==> src/rtl/operand_loader.sv <==
// Hex-keypad operand loader: collects two N-bit operands nibble by nibble and hands them to the adder.
// Optional build macro SPECIAL_OPERAND_CHECK_EN rejects operands whose exponent field is all ones.
module operand_loader #(
  parameter int N = 32
) (
  input  logic         clk,
  input  logic         reset,
  input  logic [3:0]   nibble_in,
  input  logic         nibble_strobe,
  input  logic         nibble_del,
  input  logic         op_ready,
  output logic [N-1:0] op_a,
  output logic [N-1:0] op_b,
  output logic         op_valid,
  output logic [1:0]   load_state,
  output logic [2:0]   nib_count,
  output logic         op_error
);

  typedef enum logic [1:0] {
    LOAD_A = 2'd0,
    LOAD_B = 2'd1,
    VALID  = 2'd2,
    ERROR  = 2'd3
  } state_t;

`ifdef SPECIAL_OPERAND_CHECK_EN
  localparam logic CHECK_EN = 1'b1;
`else
  localparam logic CHECK_EN = 1'b0;
`endif

  state_t       r_state, w_next_state;
  logic [N-1:0] r_op_a, r_op_b, w_next_a, w_next_b;
  logic [N-1:0] w_active, w_shl, w_shr;
  logic [2:0]   r_nib_count, w_next_count;
  logic         r_op_valid, r_op_error;

  function automatic logic is_special(input logic [N-1:0] v);
    return (v[30:23] == 8'hFF);
  endfunction

  assign w_active = (r_state == LOAD_B) ? r_op_b : r_op_a;
  assign w_shl    = {w_active[N-5:0], nibble_in};
  assign w_shr    = {4'h0, w_active[N-1:4]};

  // Next-state and operand update logic; a strobe always wins over a delete
  always_comb begin
    w_next_state = r_state;
    w_next_a     = r_op_a;
    w_next_b     = r_op_b;
    w_next_count = r_nib_count;
    case (r_state)
      LOAD_A, LOAD_B: begin
        if (nibble_strobe) begin
          if (r_state == LOAD_A) begin
            w_next_a = w_shl;
          end else begin
            w_next_b = w_shl;
          end
          if (r_nib_count == 3'd7) begin
            w_next_count = 3'd0;
            if (r_state == LOAD_A) begin
              w_next_state = LOAD_B;
            end else if (CHECK_EN && (is_special(r_op_a) || is_special(w_shl))) begin
              w_next_state = ERROR;
            end else begin
              w_next_state = VALID;
            end
          end else begin
            w_next_count = r_nib_count + 3'd1;
          end
        end else if (nibble_del && (r_nib_count != 3'd0)) begin
          if (r_state == LOAD_A) begin
            w_next_a = w_shr;
          end else begin
            w_next_b = w_shr;
          end
          w_next_count = r_nib_count - 3'd1;
        end else begin
          w_next_count = r_nib_count;
        end
      end
      VALID: begin
        if (op_ready) begin
          w_next_state = LOAD_A;
          w_next_count = 3'd0;
        end else begin
          w_next_state = VALID;
        end
      end
      ERROR: begin
        // The strobe that clears the error is consumed, not captured
        if (nibble_strobe) begin
          w_next_state = LOAD_A;
          w_next_count = 3'd0;
        end else begin
          w_next_state = ERROR;
        end
      end
      default: begin
        w_next_state = LOAD_A;
        w_next_count = 3'd0;
      end
    endcase
  end

  // State, operand and status registers
  always_ff @(posedge clk) begin
    if (reset) begin
      r_state     <= LOAD_A;
      r_op_a      <= '0;
      r_op_b      <= '0;
      r_nib_count <= 3'd0;
      r_op_valid  <= 1'b0;
      r_op_error  <= 1'b0;
    end else begin
      r_state     <= w_next_state;
      r_op_a      <= w_next_a;
      r_op_b      <= w_next_b;
      r_nib_count <= w_next_count;
      r_op_valid  <= (w_next_state == VALID);
      r_op_error  <= (w_next_state == ERROR);
    end
  end

  assign op_a       = r_op_a;
  assign op_b       = r_op_b;
  assign op_valid   = r_op_valid;
  assign load_state = r_state;
  assign nib_count  = r_nib_count;
  assign op_error   = r_op_error;

endmodule

==> config.mk <==
export PLATFORM = sky130hd
export DESIGN_NAME = operand_loader
export DESIGN_NICKNAME = d
export VERILOG_FILES = /design/src/rtl/operand_loader.sv
export SDC_FILE = /design/constraint.sdc
export NUM_CORES = 1
export LEC_CHECK = 0
export BUFFER_PORTS_ARGS = -buffer_cell sky130_fd_sc_hd__buf_2
export CAP_MARGIN = 30
export CORE_AREA = 2 2 87 89
export DETAILED_ROUTE_END_ITERATION = 10
export DIE_AREA = 0 0 89 91
export PLACE_DENSITY = 0.73
export SETUP_SLACK_MARGIN = 0.3
export SLEW_MARGIN = 0
export SYNTH_ARGS = -nofsm -noshare
export SYNTH_HDL_FRONTEND = slang
export SYNTH_SLANG_ARGS = --single-unit
==> constraint.sdc <==
create_clock -name clk -period 1.8 [get_ports clk]
set_input_delay 0.09 -clock clk [delete_from_list [all_inputs] [get_ports clk]]
set_output_delay 0.09 -clock clk [all_outputs]
set_load 0.02 [all_outputs]
==> results of run 1 <==
-- power by group through the flow --
stage          registers (mW)  logic, mW  clock network [mW]
2_1_floorplan            1.95      0.433                   0
3_3_place_gp             1.84      0.748                   0
3_5_place_dp             1.84      0.770                   0
4_1_cts                  1.81      0.828                1.49
5_1_grt                  1.83      0.917                1.55
6_report                 1.81      0.844                1.45
-- layer usage --
| layer | part of all wire (%) | vias to the layer above |
|---|---|---|
| met1 | 47 | 1471 |
| met5 | 0 | - |
| met4 | 1.3 | 0 |
| met2 | 48 | 81 |
| met3 | 4.5 | 11 |
| li1 | - | 1432 |
-- area by class of cell --
| type | instances | area [um^2] |
|---|---|---|
| Fill cell | 619 | 2696 |
| Multi-Input combinational cell | 238 | 1973 |
| Sequential cell | 71 | 1428 |
| Timing Repair Buffer | 99 | 668.1 |
| Clock buffer | 12 | 165.2 |
| Tap cell | 99 | 123.9 |
| Clock inverter | 3 | 65.06 |
| Inverter | 4 | 17.52 |
-- worst max path at each step --
stage          cells after the start  endpoint          from
3_5_place_dp                       6  op_a[22]  nib_count[0]
3_3_place_gp                       7  op_b[10]  nib_count[0]
2_1_floorplan                      8  op_b[24]  nib_count[0]
6_report                           7  op_b[18]  nib_count[0]
5_1_grt                            7  op_b[14]  nib_count[0]
4_1_cts                            7  op_b[18]  nib_count[0]
-- synthesized netlist by cell type --
library cell  instances
dfxtp_1              71
mux2i_1              53
a21oi_1              32
nor2_1               31
a211oi_1             24
a211oi_2             24
buf_2                13
nor2_2               10
clkbuf_1              9
nand2_1               7
nand3_1               7
buf_4                 6
a22oi_1               5
nand2b_1              5
a22o_1                4
a41o_1                4
buf_6                 4
ha_1                  4
inv_1                 4
o211a_1               4
and3_1                3
nor2b_1               2
nor4b_1               2
o21ai_0               2
o32ai_1               2
or2_0                 2
a21o_1                1
a21oi_2               1
a311oi_1              1
buf_1                 1
nor2_4                1
nor2b_4               1
nor3_1                1
o311ai_0              1
or3b_1                1
xor2_1                1
-- through the flow --
stage                     util, %  power [mW]  instances
after floorplan                 -       2.379        344
after global placement      56.17       2.589        502
after detailed placement    56.17       2.614        502
after CTS                   61.80       4.130        525
after global routing        62.22       4.291        526
final                       62.22       4.108        526
-- critical path: stages (launching register included) --
cell	delay [ns]
dfxtp_4	0.37
inv_4	0.04
ha_4	0.15
or3b_4	0.23
and3_4	0.33
buf_16	0.21
nor2_4	0.04
a211oi_2	0.19
-- placed cells by master (no fill, tap or decap), types with 12 or more instances in the layout --
cell and count:
a211oi_1 23, a211oi_2 25, a21oi_1 32, buf_2 78
buf_4 14, clkbuf_8 12, dfxtp_1 68, mux2i_1 53
nor2_1 17, nor2_2 12, nor2_4 15
-- registers in the layout, summed over array words and instances, names as in the netlist --
| name | count |
|---|---|
| op_valid | 1 |
| op_a | 32 |
| load_state | 2 |
| op_b | 32 |
| op_error | 1 |
| nib_count | 3 |
-- kinds of logic after synthesis --
logic type	count (synthesis)	share of synthesized area, %
adders and majority gates	4	1.453
xor gates and xnor gates	1	0.2543
AOI/OAI and AO/OA	105	24.81
muxes	53	15.40
DFF	71	41.26
and+or+nand+nor	73	10.79
buffers and inverters	37	6.029
-- what timing repair did --
action / in CTS / in global routing
pin swaps: 4 / 3
gates resized for setup: 11 / 7
gates cloned: 5 / 1
buffers inserted: 3 / 0
endpoints found under the setup margin: 61 / 67
==> summary.md, run 1 <==
| Metric | Value |
|---|---|
| Status | `completed` |
| Synth Instances | `344` |
| Synth area leader | `dfxtp_1` |
| Clock buffer count from CTS | `9` |
| GR met3 Demand/Resource | `4.545%` |
| CTS tree | `done` |
| Period utilisation layout | `91.63%` |
| Via count of the first global-routing pass | `2888` |
| Power share of the clock group | `35.3%` |
| Seq cells post-synth | `71` |
| Critical path type | `reg -> reg` |
| I/O Buffers | `79` |
| Hold Crit Start | `op_ready` |
| Final hold vios | `0` |
| Worst-Margin Slew | `0.4277 ns` |
| RSZ-0062 raised after global routing | `true` |
| Critical Path RT | `2.06 ns` |
| Worst slack at placement | `0.1069 ns` |
| Dpl cell area | `4009 um^2` |
| Die Y | `91 um` |
| Detailed Route Iter0 Violations | `106` |
| Pint | `2.911 mW` |
| Worst Hold End | `op_valid` |
| Relative slew slack | `71.41%` |
| Setup_tns | `0 ns` |
| Clock Skew | `0.006604 ns` |
| Synth Warn # | `0` |
| Sw Share | `29.13%` |
| VDD IR max | `0.4649 mV` |
| Layer with the highest usage | `met2` |
| Clk pin slew, worst setup/hold paths | `0.07 ns` |
| Met2 Track Usage GR | `35.51%` |
| Part of the Yosys area used for sequential elements | `41.26%` |
| Worst setup SP type | `register` |
| Highest Clock Rate | `0.6063 GHz` |
| Fin worst setup slack | `0.1507 ns` |
| P_leak | `1.973 nW` |
| R2R depth | `7` |
| Synth cell types | `36` |
| Post-layout nets | `436` |
| CP arrival | `1.91 ns` |
| CP endpoint kind | `register` |
| Max Buffers Root-to-Sink | `2` |
| Largest net degree at the start of global routing | `45` |
| Clock sink count | `71` |
| H-Tree Depth | `3` |
| First-pass GRT wire length | `14670 um` |
| Final setup viols | `0` |
| Die Area | `8099 um^2` |
| Hold crit path type | `in -> reg` |
| Drt drc | `0` |
| Worst R2R Setup Slack | `0.15 ns` |
| Via density | `5.694` |
| Max-cap viol count | `0` |
| CTS Hold Bufs | `0` |
| Critical Path Fanout Max | `13` |
| Share of the synthesized area in the top cell type | `41.26%` |
| Syn Nets | `357` |
| Hold depth | `4` |
| Power Density | `925.2 nW/um^2` |
| Gpl congestion | `0.8840` |
| Capturing point of the worst reg2reg path | `op_b[18]` |
| Top cells by area, synth | `dfxtp_1 (41%), mux2i_1 (15%), a211oi_2 (8.7%)` |
| Avg Cell Area, Syn | `10.01 um^2` |
| Area of the core | `7137 um^2` |
| Initial Utilization | `48.26%` |
| Hpwl dp | `5614 um` |
| CTS root buffer | `clkbuf_8` |
| Comb pwr share | `20.6%` |
| Detailed-route wire length | `9025 um` |
| R2r startpoint | `nib_count[0]` |
| IO Pins | `80` |
| Proportion of layout cells with a drive suffix above 1 | `41.45%` |
| Syn Std Cell Area | `3445 um^2` |
| First-pass iteration count of the detailed router | `4` |
| Worst hold margin | `0.04249 ns` |
| Antenna-violating nets left | `0` |
| Total GRT Usage | `23.10%` |
| Slew Limit Fails | `0` |
| Initial antenna violation count | `0` |
| Final instance area | `4441 um^2` |
| Fin crit period | `1.649 ns` |
| Antenna Diode Count | `0` |
| Reg power frac | `44.1%` |
| Area grow syn2layout | `28.91%` |
| Rows | `31` |
| Met1 Resource Use GR | `32.40%` |
| Routed vias | `2995` |
| Clk Latency, worst-skew pair | `0.34 ns` |
| Total congestion overflow | `0` |
| DR WL/cell | `17.16 um` |
| Chip Width | `89 um` |
| Sw Pwr | `1.197 mW` |
Power figures use the tool's default switching activity.
==> run 2, diff against run 1 <==
--- a/config.mk
+++ b/config.mk
@@ -5,12 +5,13 @@
 export SDC_FILE = /design/constraint.sdc
 export NUM_CORES = 1
 export LEC_CHECK = 0
+export ABC_AREA = 1
 export BUFFER_PORTS_ARGS = -buffer_cell sky130_fd_sc_hd__buf_2
 export CAP_MARGIN = 30
-export CORE_AREA = 2 2 87 89
+export CORE_AREA = 2 2 127 129
 export DETAILED_ROUTE_END_ITERATION = 10
-export DIE_AREA = 0 0 89 91
-export PLACE_DENSITY = 0.73
+export DIE_AREA = 0 0 129 131
+export PLACE_DENSITY = 0.42
 export SETUP_SLACK_MARGIN = 0.3
 export SLEW_MARGIN = 0
 export SYNTH_ARGS = -nofsm -noshare
==> summary.md, run 2 <==
| Metric | Value |
|---|---|
| Hold crit path type | `in -> reg` |
| Critical Path RT | `2.09 ns (+0.03 ns)` |
| Total congestion overflow | `0 (unchanged)` |
| Post-synth EDFFs | `0 (unchanged)` |
| Top_reg_cell synth | `dfxtp_1` |
| Area of the core | `15600 um^2 (+120%)` |
| Slew Limit Fails | `0 (unchanged)` |
| I/O Buffers | `79 (unchanged)` |
| Synth Instances | `625 (+82%)` |
| Die Y | `131 um (+44%)` |
| Final setup viols | `0 (unchanged)` |
| Relative slew slack | `63.54% (-7.9 points)` |
| P_leak | `2.799 nW (+42%)` |
| Routed vias | `4059 (+36%)` |
| Initial antenna violation count | `0 (unchanged)` |
| Largest net degree at the start of global routing | `46 (+2.2%)` |
| Clock buffer count from CTS | `9 (unchanged)` |
| Proportion of layout cells with a drive suffix above 1 | `23.26% (-18 points)` |
| Critical Path Fanout Max | `8 (-5)` |
| Gpl congestion | `0.7786 (-12%)` |
| Status | `completed` |
| Antenna-violating nets left | `0 (unchanged)` |
| VDD IR max | `0.4015 mV (-14%)` |
| Clk pin slew, worst setup/hold paths | `0.06 ns (about the same)` |
| Top-count cell post-synth | `nand2_1` |
| Via count of the first global-routing pass | `3760 (+30%)` |
| Setup_tns | `0 ns (unchanged)` |
| Detailed Route Iter0 Violations | `212 (+100%)` |
| Fin crit period | `1.464 ns (-0.1849 ns)` |
| Highest Clock Rate | `0.6829 GHz (+13%)` |
| Critical path type | `reg -> reg` |
| Syn Nets | `638 (+79%)` |
| IO Pins | `80 (unchanged)` |
| Synth area leader | `dfxtp_1` |
| Period utilisation layout | `81.35% (-10 points)` |
| Via density | `4.346 (-24%)` |
| Chip Width | `129 um (+45%)` |
| Share of the synthesized area in the top cell type | `37.10% (-4.2 points)` |
| Antenna Diode Count | `0 (unchanged)` |
| Die Area | `16900 um^2 (+110%)` |
| Syn Std Cell Area | `3831 um^2 (+11%)` |
| CTS Hold Bufs | `0 (unchanged)` |
| Detailed-route wire length | `13710 um (+52%)` |
| Post-layout nets | `726 (+67%)` |
| Top cells by area, synth | `dfxtp_1 (37%), nand2_1 (23%), nor2_1 (11%)` |
| Hpwl dp | `8446 um (+50%)` |
| CP endpoint kind | `register` |
| Most common cell after layout, fill and taps aside | `nand2_1` |
| Area grow syn2layout | `36.22%` |
| Async SR Flop Fraction | `0% (unchanged)` |
| Total GRT Usage | `15.36% (-7.7 points)` |
| Rows | `46 (+48%)` |
| Util after Layout | `33.46% (-29 points)` |
| H-Tree Depth | `3 (unchanged)` |
| Final cell count without fillers | `934 (+78%)` |
| Final hold vios | `0 (unchanged)` |
| CP arrival | `1.75 ns (-0.16 ns)` |
| Synth cell types | `21 (-42%)` |
| Part of the Yosys area used for sequential elements | `37.10% (-4.2 points)` |
| Initial Utilization | `24.56% (-24 points)` |
| Total power | `5.169 mW (+26%)` |
| RSZ-0062 raised after global routing | `true` |
| First-pass GRT wire length | `19640 um (+34%)` |
| Worst setup SP type | `register` |
| Dpl cells | `901 (+79%)` |
| Synth Warn # | `0 (unchanged)` |
| First-pass iteration count of the detailed router | `5 (+1)` |
| CTS tree | `done` |
| Commonest cells after routing, fill and taps aside | `nand2_1 (223), nor2_1 (100), buf_2 (79)` |
| Power Density | `990.4 nW/um^2 (+7.1%)` |
| Drt drc | `0 (unchanged)` |
| Seq cells post-synth | `71 (unchanged)` |
| Worst-Margin Slew | `0.5468 ns (+0.1192 ns)` |
| Clock sink count | `71 (unchanged)` |
| Max Buffers Root-to-Sink | `2 (unchanged)` |
| Most frequent cells after synthesis | `nand2_1 (231), nor2_1 (110), inv_1 (72)` |
| Max-cap viol count | `0 (unchanged)` |
| Clk Latency, worst-skew pair | `0.35 ns (about the same)` |
| Clock Skew | `0.009514 ns (+0.002911 ns)` |
| Avg Cell Area, Syn | `6.130 um^2 (-39%)` |
| CTS root buffer | `clkbuf_16` |
| DR WL/cell | `14.68 um (-14%)` |
-- run 2: changes by cell type after synthesis, sizes merged, moves of 6 or more --
cell / delta
nand2: +227
inv: +70
nor2: +69
nand3: +59
mux2i: -53
a211oi: -48
a21oi: -13
buf: +6
-- run 2: path summary, 6_finish.rpt --
check	from	endpoint	slack (ns)	cells past startpoint
worst min-delay path	reset	op_a[31]	0.07	2
worst min register to register	op_a[31]	op_a[31]	0.48	2
worst max register to register	nib_count[0]	op_a[2]	0.34	10
worst max-delay path	nib_count[0]	op_a[2]	0.34	10
-- run 2: routing by layer --
layer | track usage (%) | wire (um) | vias up
met2 | 24.62 | 6463 | 112
met4 | 5.882 | 281 | 0
met5 | 0 | 0 | -
li1 | - | - | 2058
met3 | 4.845 | 763 | 19
met1 | 19.37 | 6205 | 1870
-- run 2: critical path, cell delays in order (launching register included) --
cell	delay, ns
dfxtp_2	0.35
inv_2	0.06
ha_2	0.17
nand2_1	0.07
nand2_2	0.07
nand2_4	0.14
nand2_8	0.14
clkbuf_16	0.20
nand2_1	0.06
nand2_1	0.04
nor2_1	0.10
-- run 2: cell type report --
cell class	count	area, um^2
flip-flops and latches	71	1426
multi-input cells	445	1956
clock buffers	10	239.0
fillers	1679	10380
inverters	75	281.5
clock inverters	6	155.1
well taps	216	270.3
repair buffers	111	890.9
-- run 2: timing repair --
item / in CTS / in global routing
pin swaps: 0 / 24
resized for setup: 2 / 31
gates cloned: 0 / 14
setup buffers: 0 / 3
setup endpoints to repair: 2 / 60
-- run 2: cell families after synthesis --
| family | after synthesis | share of synthesized area [%] |
|---|---|---|
| adders and majority gates | 4 | 1.306 |
| AOI/OAI and AO/OA | 23 | 3.037 |
| and+or+nand+nor | 417 | 44.15 |
| buffers and inverters | 110 | 14.40 |
| DFF | 71 | 37.10 |
-- run 2: where the power goes --
group          internal, mW  switching [mW]  total, mW
registers              1.67          0.0655       1.74
logic                 0.378           0.643       1.02
clock network          1.67           0.741       2.41
total                  3.72            1.45       5.17
-- run 2: metrics by stage --
step	setup WS [ns]	cell area [um^2]	hold WS, ns
floorplan	0.3271	3832	0.3334
global placement	0.3018	4423	0.4188
detailed placement	0.2917	4423	0.4211
CTS	0.3089	4821	0.05013
global route	0.2634	5219	0.08498
finish	0.3356	5219	0.06907
==> run 3, diff against run 2 <==
--- a/config.mk
+++ b/config.mk
@@ -5,13 +5,13 @@
 export SDC_FILE = /design/constraint.sdc
 export NUM_CORES = 1
 export LEC_CHECK = 0
-export ABC_AREA = 1
+export ABC_AREA = 0
 export BUFFER_PORTS_ARGS = -buffer_cell sky130_fd_sc_hd__buf_2
 export CAP_MARGIN = 30
-export CORE_AREA = 2 2 127 129
+export CORE_AREA = 2 2 121 123
 export DETAILED_ROUTE_END_ITERATION = 10
-export DIE_AREA = 0 0 129 131
-export PLACE_DENSITY = 0.42
+export DIE_AREA = 0 0 123 125
+export PLACE_DENSITY = 0.44
 export SETUP_SLACK_MARGIN = 0.3
 export SLEW_MARGIN = 0
 export SYNTH_ARGS = -nofsm -noshare
==> constraint.sdc (replaced) <==
create_clock -name clk -period 1.2 [get_ports clk]
set_input_delay 0.06 -clock clk [delete_from_list [all_inputs] [get_ports clk]]
set_output_delay 0.06 -clock clk [all_outputs]
set_load 0.02 [all_outputs]
==> summary.md, run 3 (synthesis gave the netlist of run 1 again) <==
| Metric | Value |
|---|---|
| Routed vias | `3351 (-17%)` |
| Relative slew slack | `61.18% (-2.4 points)` |
| CP bufs+invs | `4 (+2)` |
| Fin crit period | `1.598 ns (+0.1341 ns)` |
| Detailed-route wire length | `11900 um (-13%)` |
| Via count of the first global-routing pass | `3387 (-9.9%)` |
| Total congestion overflow | `0 (unchanged)` |
| Chip Width | `123 um (-4.7%)` |
| First-pass GRT wire length | `18710 um (-4.8%)` |
| Initial antenna violation count | `0 (unchanged)` |
| Via density | `4.760 (+9.5%)` |
| Highest Clock Rate | `0.6256 GHz (-8.4%)` |
| Slew Limit Fails | `0 (unchanged)` |
| Status | `complete, but fails checks` |
| Initial Utilization | `24.25% (-0.31 points)` |
| Max Buffers Root-to-Sink | `2 (unchanged)` |
| Detailed Route Iter0 Violations | `81 (-62%)` |
| Clk Latency, worst-skew pair | `0.34 ns (about the same)` |
| CTS root buffer | `clkbuf_16` |
| Hold crit path type | `in -> reg` |
| Area grow syn2layout | `84.09%` |
| Final hold vios | `0 (unchanged)` |
| H-Tree Depth | `3 (unchanged)` |
| Failing checks | `negative setup slack` |
| Clk pin slew, worst setup/hold paths | `0.06 ns (about the same)` |
| CTS tree | `done` |
| Max-cap viol count | `0 (unchanged)` |
| Crit path max-delay cell type | `dfxtp_4` |
| Worst path top cell family by delay | `compound AO/OA/AOI/OAI gates` |
| Worst hold margin | `0.02622 ns (-0.04286 ns)` |
| Clock buffer count from CTS | `9 (unchanged)` |
| Die Area | `15380 um^2 (-9.0%)` |
| Total GRT Usage | `15.72% (+0.35 points)` |
| Critical path type | `reg -> reg` |
| Worst slack at placement | `-0.4935 ns (-0.7852 ns)` |
| Worst-Margin Slew | `0.5823 ns (+0.03545 ns)` |
| Slowest stage delay, CP | `0.35 ns (about the same)` |
| Commonest cells after routing, fill and taps aside | `buf_4 (92), buf_6 (79), mux2i_1 (53)` |
| First-pass iteration count of the detailed router | `4 (-1)` |
| CP endpoint kind | `register` |
| Dpl cell area | `4392 um^2 (-0.71%)` |
| Crit-path cells | `inv_4 -> ha_4 -> buf_4 -> nand2b_4 -> a21o_4 -> buf_12 -> buf_8 -> a21oi_4 -> a211oi_2` |
| Fin worst setup slack | `-0.3985 ns (-0.7341 ns)` |
| Antenna-violating nets left | `0 (unchanged)` |
| Critical Path Fanout Max | `6 (-2)` |
| Largest net degree at the start of global routing | `38 (-17%)` |
| Drt drc | `0 (unchanged)` |
| Met1 Resource Use GR | `19.74% (+0.37 points)` |
| IO Pins | `80 (unchanged)` |
| Final setup viols | `71 (+71)` |
| Final instance area | `6341 um^2 (+22%)` |
| CP arrival | `1.81 ns (+0.06 ns)` |
| Setup_tns | `-23.24 ns (-23.24 ns)` |
| P_leak | `2.648 nW (-5.4%)` |
| Layer with the highest usage | `met2` |
| Area of the core | `14200 um^2 (-8.9%)` |
| Hpwl dp | `6950 um (-18%)` |
| Post-layout nets | `528 (-27%)` |
| Proportion of layout cells with a drive suffix above 1 | `74.62% (+51 points)` |
| GR met3 Demand/Resource | `4.380% (-0.47 points)` |
| Met2 Track Usage GR | `25.25% (+0.63 points)` |
| Die Y | `125 um (-4.6%)` |
| Rows | `44 (-4.3%)` |
| Critical Path RT | `1.41 ns (-0.68 ns)` |
| VDD IR max | `1.047 mV (+160%)` |
| RSZ-0062 raised after global routing | `true` |
| DR WL/cell | `16.91 um (+15%)` |
| Clock Skew | `0.005889 ns (-0.003625 ns)` |
| Antenna Diode Count | `0 (unchanged)` |
| Gpl congestion | `0.7397 (-5.0%)` |
| Clock sink count | `71 (unchanged)` |
| Power Density | `1239 nW/um^2 (+25%)` |
| Period utilisation layout | `133.2% (+52 points)` |
| I/O Buffers | `79 (unchanged)` |
| Worst setup SP type | `register` |
| Most common cell after layout, fill and taps aside | `buf_4` |
## run 3: changes by cell type in the layout (fill, tap and decap cells not counted), moves of 42 or more
cell | previous run | this run
buf_2 | 79 | 10
dfxtp_1 | 67 | 3
buf_4 | 11 | 92
nor2_1 | 100 | 18
buf_6 | 6 | 79
nand3_1 | 66 | 2
a211oi_2 | 0 | 42
nand2_1 | 223 | 6
mux2i_1 | 0 | 53
inv_1 | 70 | 2
## run 3: worst paths after layout
| check | slack, ns | from | cells after the start | endpoint |
|---|---|---|---|---|
| min reg2reg | 0.50 | op_a[30] | 1 | op_a[30] |
| max reg2reg | -0.40 | nib_count[0] | 9 | op_a[20] |
| max | -0.40 | nib_count[0] | 9 | op_a[20] |
| min | 0.03 | op_ready | 4 | op_valid |
## run 3: layout make-up
type | count | area, um^2
clock inverter | 5 | 56.30
multi-input combinational | 238 | 2360
tap | 184 | 230.2
timing repair buffer | 191 | 1823
clock buffer | 11 | 252.7
fill | 1342 | 7863
inverter | 4 | 20.02
sequential | 71 | 1599
## run 3: timing repair
action | in CTS | in global routing
gates cloned | 4 | 0
setup buffers | 63 | 7
hold endpoints to repair | 0 | 0
pin swaps | 27 | 12
endpoints found under the setup margin | 140 | 101
hold buffers | 0 | 0
resized for setup | 289 | 44
## run 3: where the power goes
group / internal (mW) / switching [mW] / total, mW
clock network: 1.72 / 1.08 / 2.80
registers: 2.53 / 0.157 / 2.69
logic: 1.21 / 1.16 / 2.37
## run 3: metal layers
layer / part of all wire [%] / vias up
li1: - / 1618
met1: 44 / 1630
met2: 48 / 84
met3: 5.3 / 19
met4: 2.4 / 0
met5: 0 / -
## run 3: worst min-delay path, stage by stage
cell     delay (ns)
buf_2          0.10
nor2_1         0.05
nand2_1        0.05
a21oi_1        0.06
## run 3: per-stage QoR
stage	util [%]	power [mW]	cells
after global routing	44.64	8.197	704
after global placement	30.92	4.051	614
after CTS	42.72	7.709	697
after floorplan	-	3.604	344
final	44.64	7.858	704
after detailed placement	30.92	4.068	614
